==> config.mk <==
export PLATFORM = sky130hd
export DESIGN_NAME = photocell_rx
export DESIGN_NICKNAME = d
export VERILOG_FILES = /design/src/rtl/photocell_rx.sv
export SDC_FILE = /design/constraint.sdc
export NUM_CORES = 1
export LEC_CHECK = 0
export CELL_PAD_IN_SITES_DETAIL_PLACEMENT = 2
export CELL_PAD_IN_SITES_GLOBAL_PLACEMENT = 2
export CORE_MARGIN = 5
export CORE_UTILIZATION = 40
export CTS_BUF_LIST = sky130_fd_sc_hd__clkbuf_8
export DETAILED_ROUTE_END_ITERATION = 7
export HOLD_SLACK_MARGIN = 0.06
export PLACE_DENSITY = 0.91
export SLEW_MARGIN = 20
export SYNTH_ARGS = -nofsm -noshare
export SYNTH_HDL_FRONTEND = slang
export SYNTH_SLANG_ARGS = --single-unit
==> constraint.sdc <==
create_clock -name FPGA_clk -period 2.35 [get_ports FPGA_clk]
set_clock_uncertainty 0.05 [all_clocks]
set_input_delay 0.705 -clock FPGA_clk [delete_from_list [all_inputs] [get_ports FPGA_clk]]
set_output_delay 0.705 -clock FPGA_clk [all_outputs]
set_load 0.01 [all_outputs]
==> src/rtl/photocell_rx.sv <==
// rtl/photocell_rx.sv - photocell synchronizer, debouncer and passage detector
// Two identical beam channels feed full/empty-gated enter/leave pulses.
module photocell_rx #(
  parameter int SYNC_STAGES     = 2,
  parameter int DEBOUNCE_CYCLES = 4,
  parameter int STUCK_MAX       = 1000
) (
  input  logic       FPGA_clk,
  input  logic       reset,
  input  logic       phcOne,
  input  logic       phcTwo,
  input  logic       full,
  input  logic       empty,
  output logic       enter_pulse,
  output logic       leave_pulse,
  output logic       blocked1,
  output logic       blocked2,
  output logic       stuck1,
  output logic       stuck2,
  output logic [3:0] rejects
);

  typedef enum logic {ST_IDLE = 1'b0, ST_BLOCKED = 1'b1} state_t;

  localparam logic [7:0]  DEB_LAST  = 8'(DEBOUNCE_CYCLES - 1);
  localparam logic [16:0] STK_LIMIT = 17'(STUCK_MAX);

  logic [SYNC_STAGES-1:0] r_sync [2];
  state_t                 r_state [2];
  logic [7:0]             r_deb [2];
  logic [15:0]            r_stk [2];
  logic [1:0]             r_blocked;
  logic [1:0]             r_stuck;
  logic [1:0]             r_ev;
  logic                   r_enter;
  logic                   r_leave;
  logic [3:0]             r_rejects;
  logic [1:0]             w_raw;
  logic [1:0]             w_s;

  assign w_raw = {phcTwo, phcOne};
  assign w_s   = {r_sync[1][SYNC_STAGES-1], r_sync[0][SYNC_STAGES-1]};

  always_ff @(posedge FPGA_clk or negedge reset) begin
    if (!reset) begin
      for (int c = 0; c < 2; c++) begin
        r_sync[c]  <= '1;
        r_state[c] <= ST_IDLE;
        r_deb[c]   <= '0;
        r_stk[c]   <= '0;
      end
      r_blocked <= '0;
      r_stuck   <= '0;
      r_ev      <= '0;
      r_enter   <= 1'b0;
      r_leave   <= 1'b0;
      r_rejects <= '0;
    end else begin
      for (int c = 0; c < 2; c++) begin
        r_sync[c] <= {r_sync[c][SYNC_STAGES-2:0], w_raw[c]};
        r_ev[c]   <= 1'b0;
        case (r_state[c])
          ST_IDLE: begin
            if (!w_s[c]) begin
              if (r_deb[c] == DEB_LAST) begin
                r_state[c]   <= ST_BLOCKED;
                r_blocked[c] <= 1'b1;
                r_deb[c]     <= '0;
              end else begin
                r_deb[c] <= r_deb[c] + 8'd1;
              end
            end else begin
              r_deb[c] <= '0;
            end
          end
          ST_BLOCKED: begin
            if (r_stk[c] != STK_LIMIT[15:0]) r_stk[c] <= r_stk[c] + 16'd1;
            if ({1'b0, r_stk[c]} + 17'd1 >= STK_LIMIT) r_stuck[c] <= 1'b1;
            if (w_s[c]) begin
              // release completes: the later clears override the stuck update above
              if (r_deb[c] == DEB_LAST) begin
                r_state[c]   <= ST_IDLE;
                r_blocked[c] <= 1'b0;
                r_stuck[c]   <= 1'b0;
                r_stk[c]     <= '0;
                r_deb[c]     <= '0;
                r_ev[c]      <= 1'b1;
              end else begin
                r_deb[c] <= r_deb[c] + 8'd1;
              end
            end else begin
              r_deb[c] <= '0;
            end
          end
          default: r_state[c] <= ST_IDLE;
        endcase
      end

      r_enter <= 1'b0;
      r_leave <= 1'b0;
      if (r_ev[0] && r_ev[1]) begin
        r_enter <= 1'b1;
        r_leave <= 1'b1;
      end else if (r_ev[0]) begin
        if (!full) r_enter <= 1'b1;
        else if (r_rejects != 4'hF) r_rejects <= r_rejects + 4'd1;
      end else if (r_ev[1]) begin
        if (!empty) r_leave <= 1'b1;
        else if (r_rejects != 4'hF) r_rejects <= r_rejects + 4'd1;
      end
    end
  end

  assign enter_pulse = r_enter;
  assign leave_pulse = r_leave;
  assign blocked1    = r_blocked[0];
  assign blocked2    = r_blocked[1];
  assign stuck1      = r_stuck[0];
  assign stuck2      = r_stuck[1];
  assign rejects     = r_rejects;

endmodule

# Word level (Yosys, flattened, before mapping)
# Cells that the tools add are included.
# Widths: inputs -> output; s select.
# totals
regBits,66
latch_bits,0
mem_bits_rw,0
rom_bits,0
input_bits,6
elab_cells,104
memories,0
# classes
add_sub_neg,7
multipliers,0
div_mod_pow,0
magnitude_cmp,2
eq_ne,14
shift,0
mux,56
bitwise,3
n_reduce_logical,6
# ops
operator,count
$mux 16,6
$mux 8,6
$add 16x1->17 const B,2
$ge 17x10->1 const B,2
$mux 1,33
$add 16x1->16 const B,2
$ne 16x10->1 const B,2
$pmux 8 s2,2
$mux 4,5
$add 8x1->8 const B,2
$eq 8x2->1 const B,2
$ne 2x2->1 const B,7
$reduce_and 4->1,3
$pmux 1 s2,4
$add 4x1->4 const B,1
$ne 2x1->1 const B,2
$ne 4x4->1 const B,1
$reduce_bool 2->1,2
$not 1->1,3
$logic_and 1x1->1,1

# Longest topological paths before layout
# depth
word_depth,5
ltp_mapped,9
depth_no_buf,8

# Worst setup path before layout
# Ideal clock, no wire load.
# synth_path
kind,register -> register
startpoint,register r_stk[26] (netlist bit)
endpoint,register r_stk[27] (netlist bit)
t_arrival_ps,1977
required_time_ps,2174
slack_ps,197
stages_incl_launch_ff,9
path_buffers,2
synth_period_minus_slack_ps,2153
path_cell_list,dfrtp_1 > buf_6 > or4b_4 > o41ai_4 > or2_1 > buf_6 > a21oi_2 > o21ai_1 > o31ai_1
# synth_between
elab_chain_len,4
word_cells_on_any_way,5
cone_classes,add/sub: 1; eq/ne: 1; mux: 3
# synth_rtl
element,line_no,rtl
"start, declared",31,logic [15:0] r_stk [2];
"start signal, assigned by index",50,r_stk[c] <= '0;
"start signal, assigned by index",85,r_stk[c] <= '0;
$add 16x1->16 or $ne 16x10->1 (tied branches),77,if (r_stk[c] != STK_LIMIT[15:0]) r_stk[c] <= r_stk[c] + 16'd1;
$mux 16 (*),77,
$mux 16,81,if (r_deb[c] == DEB_LAST) begin
$mux 16 (*),79,if (w_s[c]) begin
# Mark *: on every way between the ends. The rest lies on a longest branch, timed or not.
# A chain may end at the register's enable or synchronous reset.

# Worst setup path after layout
# layout_path
startpoint,register r_stk[3] (netlist bit)
endpoint,register r_stuck[1]
# layout_between
elab_chain_len,5
# layout_rtl
element,line_no,rtl
$add 16x1->17 (*),78,"if ({1'b0, r_stk[c]} + 17'd1 >= STK_LIMIT) r_stuck[c] <= 1'b1;"
$ge 17x10->1 (*),78,
$mux 1 (*),78,
$mux 1,81,
$mux 1 (*),79,
"end signal, assigned",53,r_stuck <= '0;
"end signal, assigned by index",78,
"end signal, assigned by index",84,r_stuck[c] <= 1'b0;
"end, declared",33,logic [1:0] r_stuck;
# Marked as above.

==> results_dict.tcl <==
set metrics [dict create \
    status "complete, no violations" \
    power_switching_uw 1554 \
    start_kind "flop" \
    vias_per_cell 6.007 \
    antenna_found_initial 0 \
    timing.final.max_slew_violations 0 \
    cts_buffer_depth 2 \
    pwr-share-clk_pct 27.4 \
    synth_top_area_cell "dfrtp_1" \
    wl_met1_um 5633 \
    wl_met2_um 6536 \
    antennaDiodeCount 0 \
    reg2regPathDepth 6 \
    cts.hold.buffers_added 0 \
    ant_nets 0 \
    max_freq_ghz 0.4272 \
    synth_common_cells "dfrtp_1 (62), nor2_1 (45), nand2_1 (28)" \
    pin_count 16 \
    die_y_um 105.3 \
    cts_tree "built" \
    cp_data_arrival_time_ps 2530 \
    pre_cts_ws_ps -52.55 \
    p_leak_uw 0.001889 \
    grt_pass1_vias 3773 \
    synth_cell_types 59 \
    hold_violations 0 \
    drc 0 \
    ys_seq_elements 66 \
    dp_hpwl_um 7824 \
    grt_pass1_wl_um 20840 \
    fp.coreArea_um2 8806 \
    rsz0062_at_grt "true" \
    syn_to_final_growth_pct 20.54 \
    clkLatencyLatePin_ps 360 \
    syn_inst 385 \
    p_seq_share_pct 38.7 \
    critPathLaunch "r_stk[3]" \
    first_iter_violations 136 \
    finalSetupViolCount 0 \
    path_clk_slew_ps 90 \
    cts.sinks 66 \
    ir_drop_v 0.0004437 \
    avgRoutedWirePerCell_um 23.61 \
    rows 34 \
    swShare_pct 38.56 \
    yosysMostFrequentCell "dfrtp_1" \
    tightest_slew_ps 597.5 \
    io_buffers 15 \
    yosysWarnings 0 \
    cts_buffers 9 \
    avgSynthCellArea_um2 9.444 \
    die_w_um 105.3 \
    setup_slack_ps 8.969 \
    grt_max_degree 51 \
    path_class "flop to flop" \
    hold_path.class "input pin to asynchronous set/reset pin" \
    dr.pass1.iters 6 \
    r2r-end "r_stuck[1]" \
    min_period_over_period_pct 99.62 \
    synth_area_um2 3636 \
    rr_startpoint "r_stk[3]" \
    dpl-instance-area_um2 4079 \
    synth_edf_count 0 \
    muxShareOfSynthArea_pct 1.480 \
    synth-simple-area-share_pct 23.37 \
    root_buffer "clkbuf_8" \
    design_area_um2 4383 \
    synth_top_family_by_area "simple AND/OR/NAND/NOR gates" \
    synth-seq-area-share_pct 45.56 \
    intPower_uw 2476 \
    synth-adder-area-share_pct 2.753 \
    synth_flop_cell "dfrtp_1" \
    slew_headroom_pct 59.90 \
    drive_gt1_share_pct 18.31 \
    share_comb_of_total_power_pct 33.9 \
    met3RoutedLength_um 345 \
    p_per_area_nw_per_um2 919.3 \
    cp_max_fo 7 \
    start_util_pct 41.29 \
    ctsHtreeMaxLevel 3 \
    ys_top_cells_by_area "dfrtp_1 (43%), xnor2_1 (5.5%), nor2_1 (4.6%)" \
    critPathCaptureType "flop" \
    synth-xor-area-share_pct 9.153 \
    place_inst 524 \
    wl_um 12870 \
    drv_cap 0 \
    worstPathRequired_ps 2540 \
    period_minus_slack_ps 2341 \
    synth_fp_nets 399 \
    die_area_um2 11100 \
    track_usage_pct 23.83 \
    async_flop_share_pct 100.0 \
    whs_ps 214.0 \
    endpoint "r_stuck[1]" \
    overflow 0 \
    vias 3274 \
    final_nets 446 \
    stdcell_count 545 \
    gp_congestion 0.8037 \
    yosysTopAreaCellShare_pct 42.67 \
    rrSetupSlack_ps 9 \
    synth_compound_area_share_pct 13.45 \
    topRoutingLayerUsed "met4" \
]
[power groups by stage]
stage | Combinational [µW] | Clock (µW) | Sequential [µW]
after global placement | 1080 | 0 | 1520
after global routing | 1490 | 1180 | 1580
after floorplan | 747 | 0 | 1490
final | 1370 | 1100 | 1560
after CTS | 1300 | 1120 | 1550
after detailed placement | 1200 | 0 | 1560
[how the worst min path moves through the flow]
stage          startpoint          to  slack [ps]  cells past startpoint
3_3_place_gp    r_sync[0]   r_sync[1]         300                      0
5_1_grt             reset  rejects[1]         240                      1
4_1_cts             reset   r_stk[22]         220                      1
6_report            reset   r_stk[21]         210                      1
2_1_floorplan   r_sync[0]   r_sync[1]         300                      0
3_5_place_dp    r_sync[0]   r_sync[1]         300                      0
[cells by family (layout without fill, tap and decap cells)]
group | after synthesis | in the layout
simple gates | 164 | 164
compound gates | 72 | 72
flops | 66 | 66
xor+xnor | 38 | 38
buf+inv | 32 | 84
fa+ha+maj | 8 | 8
mux | 5 | 5
[state kept, by name, indices dropped and copies added, names as in the netlist, named ones only]
| register | count |
|---|---|
| r_ev | 2 |
| r_stuck | 2 |
| enter_pulse | 1 |
| r_sync | 4 |
| r_deb | 16 |
| r_stk | 32 |
| r_blocked | 2 |
| rejects | 4 |
| leave_pulse | 1 |
[worst max-delay path, stage by stage, from the launching register on]
cell and delay [ps]:
dfrtp_1 510, nand4_1 280, nor3_2 270, mux2_2 370, o22a_1 210, o41ai_2 400, a21oi_1 130
[layer usage]
layer	GRT usage, %	vias up
li1	-	1468
met1	29.38	1703
met2	40.66	73
met3	5.012	30
met4	9.560	0
met5	0	-
[through the flow]
step / utilization (%) / setup TNS [ps] / power [µW]
5_1_grt: 49.77 / -98.20 / 4244
3_3_place_gp: 46.32 / 0 / 2603
2_1_floorplan: - / 0 / 2238
4_1_cts: 49.20 / 0 / 3966
3_5_place_dp: 46.32 / -52.55 / 2751
6_report: 49.77 / 0 / 4029
[layout make-up]
cell class	count	area, µm²
flip-flops and latches	66	1658
inverters	15	56.30
repair buffers	53	442.9
fillers	929	4423
multi-input cells	287	1873
well taps	108	135.1
clock inverters	7	93.84
clock buffers	9	123.9
[cell usage in the layout (no fill, tap or decap), types with 5 or more instances in the layout]
| cell type | instances |
|---|---|
| xnor2_1 | 23 |
| xor2_1 | 15 |
| or3_1 | 7 |
| buf_4 | 37 |
| nand3_1 | 23 |
| nor3_1 | 9 |
| o21ai_1 | 7 |
| a21oi_1 | 8 |
| nor2_1 | 44 |
| nand2_1 | 28 |
| and3_1 | 14 |
| inv_1 | 15 |
| o21ai_0 | 19 |
| o31ai_1 | 5 |
| a31oi_1 | 5 |
| nand4_1 | 8 |
| ha_1 | 6 |
| clkbuf_8 | 9 |
| clkdlybuf4s50_1 | 14 |
| dfrtp_1 | 61 |
[what timing repair did]
action | CTS | global route
endpoints found under the hold margin | 0 | 0
cloned | 0 | 0
setup endpoints to repair | 13 | 19
setup buffers | 2 | 3
pin swaps | 0 | 2
resized for setup | 4 | 9
Power figures use the tool's default switching activity.
==> edit (same settings) <==
Make the reset (`reset`) synchronous in one clocked block.
--- a/src/rtl/photocell_rx.sv
+++ b/src/rtl/photocell_rx.sv
@@ -41,7 +41,7 @@
   assign w_raw = {phcTwo, phcOne};
   assign w_s   = {r_sync[1][SYNC_STAGES-1], r_sync[0][SYNC_STAGES-1]};
 
-  always_ff @(posedge FPGA_clk or negedge reset) begin
+  always_ff @(posedge FPGA_clk) begin
     if (!reset) begin
       for (int c = 0; c < 2; c++) begin
         r_sync[c]  <= '1;
Function: differs if reset is asserted again (counterexample within 10 cycles, from zero or initial values and one cycle with reset low); with reset held inactive, the same outputs for 10 cycles.
==> edit against the original RTL <==
The flow now finishes with violations (setup timing). Sequential cell count unchanged. Setup slack got worse by 0.068 ns. Final area increased by 1.5%. Non-clock buffer count is 8 lower. Hold slack improved by 0.20 ns. Synthesized area increased by 1.8%. Global-route usage fell by 1.4 points. Wire length rose by 15%. Highest routed layer unchanged.
Power is not compared: it rests on default switching activity, and its combinational part moved more than twofold at a synthesized area within 25%.
==> edit: results (changes against the original RTL) <==
met3 GRT Util=0.0383 (was 0.0501); Inst Count DP=523 (was 524); final non-filler cell total=546 (was 545); register area=1650 um^2 (was 1660 um^2); M1 wire length=6130 um (was 5630 um); met1 GRT Util=0.258 (was 0.294); total CTS buffers=9 (unchanged); GRT Total Usage=0.224 (was 0.238); actual slew at the worst max-slew pin=0.643 ns (was 0.598 ns); Top Family by Delay on Critical Path=simple AND/OR/NAND/NOR gates (was compound AO/OA/AOI/OAI gates); global-route wire length before repair=19700 um (was 20800 um); Clk power=between 1 and 1.5 mW; vias in the first global route=3502 (was 3773); synth cell count leaders=nor2_1 (62), dfxtp_1 (33), edfxtp_1 (33) (was dfrtp_1 (62), nor2_1 (45), nand2_1 (28)); status=complete, but fails checks (was completed); GP Congestion=0.755 (was 0.804); hold slack=0.414 ns (was 0.214 ns); Largest regs=r_stk: 32 flops, r_deb: 16 flops (unchanged); worst-path fanout max=8 (was 7); post-synthesis net count=416 (was 399); met2 Resource Use GR=0.426 (was 0.407); dpl hpwl=8470 um (was 7820 um); CP Launch Point=r_deb[0][1] (was r_stk[3]); Int Power=1.83 mW; worst min path class=reg2reg (was in2async); Root Buffer=clkbuf_8 (unchanged); setup ws final=-0.0587 ns (was 0.00897 ns); FFs w/ async S/R, synth=0 (was 1.00); setup violators final=24 (was 0); met3 wire len=598 um (was 345 um); Cell variety after synth=47 (was 59); Area after DPL=4080 um^2 (unchanged); FF-to-FF path depth=7 (was 6); max incr delay on CP=0.47 ns (was 0.51 ns); hold path start=r_sync[0][2]; number of synthesis warnings=0 (unchanged); post_cts resized=2 (was 4); postcts setup bufs=0 (was 2); worst vdd ir=0.248 mV; ranking of synthesized cells by area=edfxtp_1 (27%), dfxtp_1 (18%), nor2_1 (6.3%) (was dfrtp_1 (43%), xnor2_1 (5.5%), nor2_1 (4.6%)); First DRT Iteration DRCs=291 (was 136); syn avg cell area=9.30 um^2 (was 9.44 um^2); share of cells above drive strength 1=0.156 (was 0.183); sequential area share after synthesis=0.446 (was 0.456); violated checks=setup timing; TNS Setup=-0.814 ns (was 0 ns); Ant. Diodes=0 (unchanged); Fill cells=935 (was 929); Critical Path AT=2.45 ns (was 2.53 ns); Setup Slack @ Placement=-0.179 ns (was -0.0526 ns); Slowest-stage cell, CP=or4b_4 (was dfrtp_1); Hold Crit Depth=1; CP endpoint=r_stk[0][9] (was r_stuck[1]); DRT Pass-1 Iters=5 (was 6); largest net degree at the start of global routing=17 (was 51); Post-synth EDFFs=33 (was 0); DR vias=3356 (was 3274); met2 wire len=7740 um (was 6540 um); nets=448 (was 446); Routed WL per cell=27.0 um (was 23.6 um)
==> edit: changes by cell type in the layout (fill, tap and decap cells not counted), moves of 6 or more <==
cell and change:
xor2_1 +6, o21ai_1 -6, nor2_1 +11, nand2_1 -8, dfrtp_1 -61, edfxtp_1 +33
dfxtp_1 +32, o21ai_0 -12, buf_4 -9
==> edit: cells by family after synthesis <==
logic type / share of synthesized area
multiplexers: 0.0193
AO/OA/AOI/OAI: 0.0829
flip-flops: 0.446
AND/OR/NAND/NOR: 0.254
XOR/XNOR: 0.111
buffers and inverters: 0.0453
adder cells (fa/ha/maj): 0.0406
==> edit: final cells by class <==
| cell class | instances | share of cell area |
|---|---|---|
| clock buffers | 9 | 0.0278 |
| clock inverters | 7 | 0.0157 |
| inverters | 16 | 0.0135 |
| multi-input cells | 292 | 0.449 |
| flip-flops and latches | 66 | 0.371 |
| well taps | 111 | 0.0312 |
| repair buffers | 45 | 0.0911 |
